===== config.mk =====
export PLATFORM = sky130hd
export DESIGN_NAME = botoes_filtro
export DESIGN_NICKNAME = d
export VERILOG_FILES = /design/src/rtl/botoes_filtro.sv
export SDC_FILE = /design/constraint.sdc
export NUM_CORES = 1
export LEC_CHECK = 0
export BUFFER_PORTS_ARGS = -buffer_cell sky130_fd_sc_hd__buf_2
export CAP_MARGIN = 25
export CORE_AREA = 2 2 135 104
export CTS_CLUSTER_DIAMETER = 100
export DETAILED_ROUTE_END_ITERATION = 8
export DIE_AREA = 0 0 137 106
export MAX_ROUTING_LAYER = met4
export PLACE_DENSITY_LB_ADDON = 0.15
export SETUP_SLACK_MARGIN = 0.15
export SYNTH_ARGS = -nofsm -noshare
export SYNTH_HDL_FRONTEND = slang
export SYNTH_SLANG_ARGS = --single-unit

===== constraint.sdc =====
create_clock -name Clock50 -period 3.25 [get_ports Clock50]
set_input_delay 0.65 -clock Clock50 [delete_from_list [all_inputs] [get_ports Clock50]]
set_output_delay 0.65 -clock Clock50 [all_outputs]
set_load 0.03 [all_outputs]

===== src/rtl/botoes_filtro.sv =====
// botoes_filtro: conditions the decoded gamepad word once per video frame.
// The v_sync falling edge is turned into a single Clock50 tick. Each button is
// debounced across consecutive frame samples. The block produces a clean
// level per button, plus one-cycle press, release and auto-repeat pulses.
// No handshake is used: Entradas is a free-running level. It is only looked at
// in the cycle where FrameTick is high, so changes between ticks are ignored.
module botoes_filtro #(
    parameter int unsigned N_BOTOES     = 12,
    parameter int unsigned ESTAVEL      = 3,
    parameter int unsigned REPEAT_EN    = 1,
    parameter int unsigned REPEAT_DELAY = 30,
    parameter int unsigned REPEAT_RATE  = 6
) (
    input  logic                Clock50,
    input  logic                Reset,
    input  logic [N_BOTOES-1:0] Entradas,
    input  logic                v_sync,
    output logic [N_BOTOES-1:0] Estado,
    output logic [N_BOTOES-1:0] Pulso,
    output logic [N_BOTOES-1:0] Solto,
    output logic                FrameTick
);

    localparam int unsigned SW = $clog2(ESTAVEL) + 1;
    localparam int unsigned RW = $clog2(REPEAT_DELAY) + 1;

    localparam logic [SW-1:0] STAB_MAX   = SW'(ESTAVEL - 1);
    localparam logic [RW-1:0] REP_MAX    = RW'(REPEAT_DELAY);
    localparam logic [RW-1:0] REP_RELOAD = RW'(REPEAT_DELAY - REPEAT_RATE);

    // v_sync synchronizer and edge history; all idle high
    logic sync1, sync2, hist;

    // per-button counters
    logic [SW-1:0] stab   [N_BOTOES];
    logic [SW-1:0] stab_n [N_BOTOES];
    logic [RW-1:0] rep    [N_BOTOES];
    logic [RW-1:0] rep_n  [N_BOTOES];

    logic [N_BOTOES-1:0] estado_n;
    logic [N_BOTOES-1:0] pulso_n;
    logic [N_BOTOES-1:0] solto_n;
    logic [RW-1:0]       rep_inc;

    // synchronize v_sync and register a one-cycle tick on its falling edge
    always_ff @(posedge Clock50) begin
        if (Reset) begin
            sync1     <= 1'b1;
            sync2     <= 1'b1;
            hist      <= 1'b1;
            FrameTick <= 1'b0;
        end else begin
            sync1     <= v_sync;
            sync2     <= sync1;
            hist      <= sync2;
            FrameTick <= hist & ~sync2;
        end
    end

    // per-bit debounce, edge detection and auto-repeat, evaluated only on ticks
    always_comb begin
        estado_n = Estado;
        pulso_n  = '0;
        solto_n  = '0;
        stab_n   = stab;
        rep_n    = rep;
        rep_inc  = '0;
        if (FrameTick) begin
            for (int i = 0; i < int'(N_BOTOES); i++) begin
                // a level flips only after ESTAVEL differing samples in a row
                if (Entradas[i] == Estado[i]) begin
                    stab_n[i] = '0;
                end else if (stab[i] == STAB_MAX) begin
                    stab_n[i]   = '0;
                    estado_n[i] = ~Estado[i];
                end else begin
                    stab_n[i] = stab[i] + 1'b1;
                end

                if (estado_n[i] && !Estado[i]) begin
                    pulso_n[i] = 1'b1;
                    rep_n[i]   = '0;
                end else if (!estado_n[i] && Estado[i]) begin
                    // a release tick never emits a repeat
                    solto_n[i] = 1'b1;
                    rep_n[i]   = '0;
                end else if (Estado[i] && (REPEAT_EN != 0)) begin
                    // reload below the delay so later repeats come every REPEAT_RATE ticks
                    rep_inc = rep[i] + 1'b1;
                    if (rep_inc == REP_MAX) begin
                        pulso_n[i] = 1'b1;
                        rep_n[i]   = REP_RELOAD;
                    end else begin
                        rep_n[i] = rep_inc;
                    end
                end
            end
        end
    end

    // register debounced levels, pulses and counters
    always_ff @(posedge Clock50) begin
        if (Reset) begin
            Estado <= '0;
            Pulso  <= '0;
            Solto  <= '0;
            for (int i = 0; i < int'(N_BOTOES); i++) begin
                stab[i] <= '0;
                rep[i]  <= '0;
            end
        end else begin
            Estado <= estado_n;
            Pulso  <= pulso_n;
            Solto  <= solto_n;
            for (int i = 0; i < int'(N_BOTOES); i++) begin
                stab[i] <= stab_n[i];
                rep[i]  <= rep_n[i];
            end
        end
    end

endmodule


Word-level counts from Yosys, hierarchy flattened
Cells that the tools add are included.

word-level totals
  register bits after elaboration = 148
  latch bits = 0
  RAM bits = 0
  bits in read-only memories = 0
  input bits = 15
  memories kept = 0

operators by class
  add/subtract/negate cells = 24
  multipliers = 0
  div/mod/pow operators = 0
  $lt $le $gt $ge = 0
  equal/unequal tests = 36
  shift operators = 0
  multiplexer cells = 168
  bitwise logic cells = 15
  reduce and logical (&&, ||, !) cells = 85

operator list
  operator                                       number
  two-way mux 6 bit                              48
  two-way mux 1 bit                              96
  adder 6 x 1 -> 6 bit, second input constant    12
  == test 6 x 5 -> 1 bit, second input constant  12
  two-way mux 3 bit                              24
  adder 3 x 1 -> 3 bit, second input constant    12
  == test 3 x 2 -> 1 bit, second input constant  12
  nonzero test 3 bit                             12
  OR reduction 3 bit                             12
  logical AND 1 bit                              24
  zero test 1 bit                                24
  AND reduction 2 bit                            12
  NOT 1 bit                                      14
  == test 1 bit                                  12
  OR reduction 2 bit                             1
  bitwise AND 1 bit                              1

Depth between registers and ports, before layout
  word-level depth = 8
  mapped depth = 7

Worst setup path before layout
OpenSTA, ideal clock, no wires.

  path kind = input to register
  from = in Entradas[4]
  to = reg rep[45] (netlist bit)
  arrival time = 1824 ps
  path slack = 1299 ps
  cell stages on the path = 6
  buffers on the path = 1
  cell sequence = or4b_1 > and3_1 > buf_2 > a21o_1 > a22oi_1 > nor2_1

between the ends
  word-level cells in the longest chain between the ends = 7
  elaborated cells between the ends (all ways) = 10
  classes of those cells = 1 x eq/ne; 4 x mux; 5 x reduce/logical

RTL lines
  element                                                                    RTL line  RTL
  start, declared                                                            16        input logic [N_BOTOES-1:0] Entradas,
  == test 1 bit *                                                            71        if (Entradas[i] == Estado[i]) begin
  two-way mux 1 bit *                                                        71
  two-way mux 1 bit *                                                        68        if (FrameTick) begin
  zero test 1 bit                                                            83        end else if (!estado_n[i] && Estado[i]) begin
  logical AND 1 bit                                                          83
  nonzero test 3 bit (no line) / two-way mux 6 bit (equally long branches)   --
  AND reduction 2 bit (no line) / two-way mux 6 bit (equally long branches)  --
  end signal, assigned by index                                              117       rep[i] <= rep_n[i];
  end, declared                                                              37        logic [RW-1:0] rep [N_BOTOES];

Mark *: on every way between the ends. The rest lies on a longest branch, timed or not. The select of a mux whose other input is x is not followed.
A chain may end at the register's enable or synchronous reset.

Worst setup path after layout
  from = reg FrameTick
  to = reg Pulso[3]

between the ends
  word-level cells in the longest chain between the ends = 2

RTL lines
  element                       RTL line  RTL
  start, declared               21        output logic FrameTick
  start signal, assigned        56        FrameTick <= hist & ~sync2;
  NOT 1 bit (no line)           --
  OR reduction 2 bit (no line)  --
  end signal, assigned          113       Pulso <= pulso_n;
  end, declared                 19        output logic [N_BOTOES-1:0] Pulso,

No other way between the ends.

==> metrics <==
first-pass GRT wire length=27300 um; Core Util, Final=65.9%; prevailing post-synth register cell=dfxtp_1; Hold Buf Count CTS=0; Final HPWL DP=10600 um; RSZ-0062 raised after global routing=false; Initial Util=58.3%; # diodes=0; Critical Path Source=FrameTick; Slew Limit Headroom=36.1%; measured slew at the worst slew-check pin=0.946 ns; # IOs=52; Worst Path Required=3.60 ns; Synth async-reset ratio=0%; first-pass detailed-route iteration total=6; post-route minimum period=2.04 ns; Tot GR Track Use=23.6%; max-cap viol count=0; Die Area=14500 um^2; setup slack, reg-to-reg=1.21 ns; drt wl/cell=13.4 um; CTS tree=built; register area share after synthesis=38.1%; number of post-CTS setup repair buffers=0; HP Class=reg2reg; Buf+Inv Stages, Crit Path=2; Synth area leader=dfxtp_1; #FFs+latches synth=148; endpoints failing setup=0; crit path DAT=2.39 ns; GR Overflow Total=0; worst vdd ir=0.385 mV; CTS Root Cell=clkbuf_16; worst slack, placed=1.11 ns; Startpoint Class=register; top cells by area, synth=dfxtp_1 (38%), a21oi_1 (6.8%), nand2_1 (5.6%); area grow syn2layout=13.1%; Post-synth top cells=dfxtp_1 (148), nand2_1 (116), nor2_1 (109); Sink Count=148; ANT nets after route=0; Setup TNS=0 ns; Mean Syn Cell Area=7.84 um^2; leakage power=3.23 nW; slowest CP cell=dfxtp_2; Routed WL=16200 um; slowest stage delay, CP=0.64 ns; vias in the first global route=5971; hold depth=2; period utilization=62.7%; most frequent cell after synthesis=dfxtp_1; Synth Cell Area=7770 um^2; post-synth top area share=38.1%; die width=137 um; P per Cell Area=457 nW/um^2; final worst slack=1.21 ns; crit path cell chain=clkinv_1 > nor2_2 > buf_4 > o211ai_1 > a21oi_1; f_max=491 MHz; routed vias/inst=5.75; Iter 0 DRT Violations=428; synth warn=0; Hold Path Sink=FrameTick; Clock Skews=0.00976 ns; Worst-path clk slew=0.06 ns; post-CTS resize count=0; Gate Count Post-Synth=991; share of cells above drive strength 1=9.53%; # DRC=0; r2r endpoint=Pulso[3]; cells on worst reg2reg path=5; Cell variety after synth=59; GPL Wtd Cong=0.851; status=finished clean; worst r2r src=FrameTick; Setup Crit Path Kind=reg2reg; H-tree depth=4; Layout Nets=1066; Clock Latency Late Sink=0.43 ns; CORE AREA=13300 um^2; fin. max-slew vios=0; EDFF count, synth=0; syn_nets=1030; CTS max path bufs=2; number of cell rows=37; CP Depth=5; largest net degree at the start of global routing=66; Largest delay share family, worst path=flip-flops; CTS buffer count=17; initial antenna violation count=0; Die Height=106 um; Hold Vio Cnt, Final=0; Port Buffers=51; HP Start=hist; vias=6976; crit end category=register; Max Fanout on Critical Path=25
[where the power goes]
part | total, mW | switching [mW] | internal [mW] | leakage (nW)
clock network | 2.10 | 0.743 | 1.36 | 0.308
logic | 0.0890 | 0.0626 | 0.0264 | 1.73
registers | 1.83 | 0.00871 | 1.82 | 1.19
total | 4.02 | 0.814 | 3.20 | 3.23
[routing by layer]
| metal | GRT usage [%] | up-vias | wire length (um) |
|---|---|---|---|
| li1 | - | 3611 | - |
| met1 | 32.6 | 3212 | 8440 |
| met2 | 34.6 | 138 | 6940 |
| met3 | 4.96 | 15 | 688 |
| met4 | 7.73 | 0 | 174 |
| met5 | - | - | 0 |
[area by class of cell]
class | instances | area (um^2)
timing repair buffer | 57 | 315
sequential | 148 | 2960
clock buffer | 22 | 484
multi-input combinational | 778 | 4560
inverter | 25 | 93.8
fill | 1144 | 4540
tap | 175 | 219
clock inverter | 9 | 150
[cell families (layout without fill, tap and decap cells)]
family | after synthesis | in the layout | share of synthesized area (%)
adder cells (fa/ha/maj) | 24 | 24 | 3.86
flip-flops | 148 | 148 | 38.1
multiplexers | 3 | 3 | 0.403
AO/OA/AOI/OAI | 270 | 270 | 22.0
buffers and inverters | 65 | 113 | 3.19
XOR/XNOR | 26 | 26 | 2.93
AND/OR/NAND/NOR | 455 | 455 | 29.5
[through the flow]
| stage | instances | hold WS [ns] | power [mW] | cell area [um^2] |
|---|---|---|---|---|
| after global routing | 1214 | 0.418 | 4.14 | 8790 |
| after detailed placement | 1183 | 0.395 | 1.96 | 8150 |
| after global placement | 1183 | 0.388 | 1.96 | 8150 |
| final | 1214 | 0.402 | 4.02 | 8790 |
| after floorplan | 991 | 0.389 | 1.92 | 7770 |
| after CTS | 1214 | 0.404 | 4.05 | 8790 |
[sequential cells by signal, summed over array words and instances (netlist names)]
name       count
Estado        12
FrameTick      1
Pulso         12
Solto         12
hist           1
rep           72
stab          36
sync1          1
sync2          1
[worst min-delay path, stage by stage (launching register included)]
cell and delay (ns):
dfxtp_1 0.30, inv_1 0.04, nor2_1 0.03
[worst max-delay path by stage]
| stage | to | slack [ns] |
|---|---|---|
| final | Pulso[3] | 1.21 |
| after global routing | Pulso[3] | 0.97 |
| after CTS | Pulso[3] | 1.20 |
| after detailed placement | rep[45] | 1.11 |
| after global placement | rep[45] | 1.15 |
| after floorplan | rep[45] | 1.30 |
[cells in the final DEF, fill, tap and decap left out, drive strengths merged, types with 13 or more instances in the layout]
master / count
a21o: 17
a21oi: 106
a2bb2oi: 13
and2: 21
and3: 14
buf: 57
clkbuf: 22
dfxtp: 148
ha: 24
inv: 24
nand2: 118
nand2b: 16
nand3: 49
nor2: 109
nor2b: 23
nor3: 25
o21a: 14
o21ai: 52
or3: 24
xnor2: 18
Note: power is estimated with default switching activity, not from simulation.
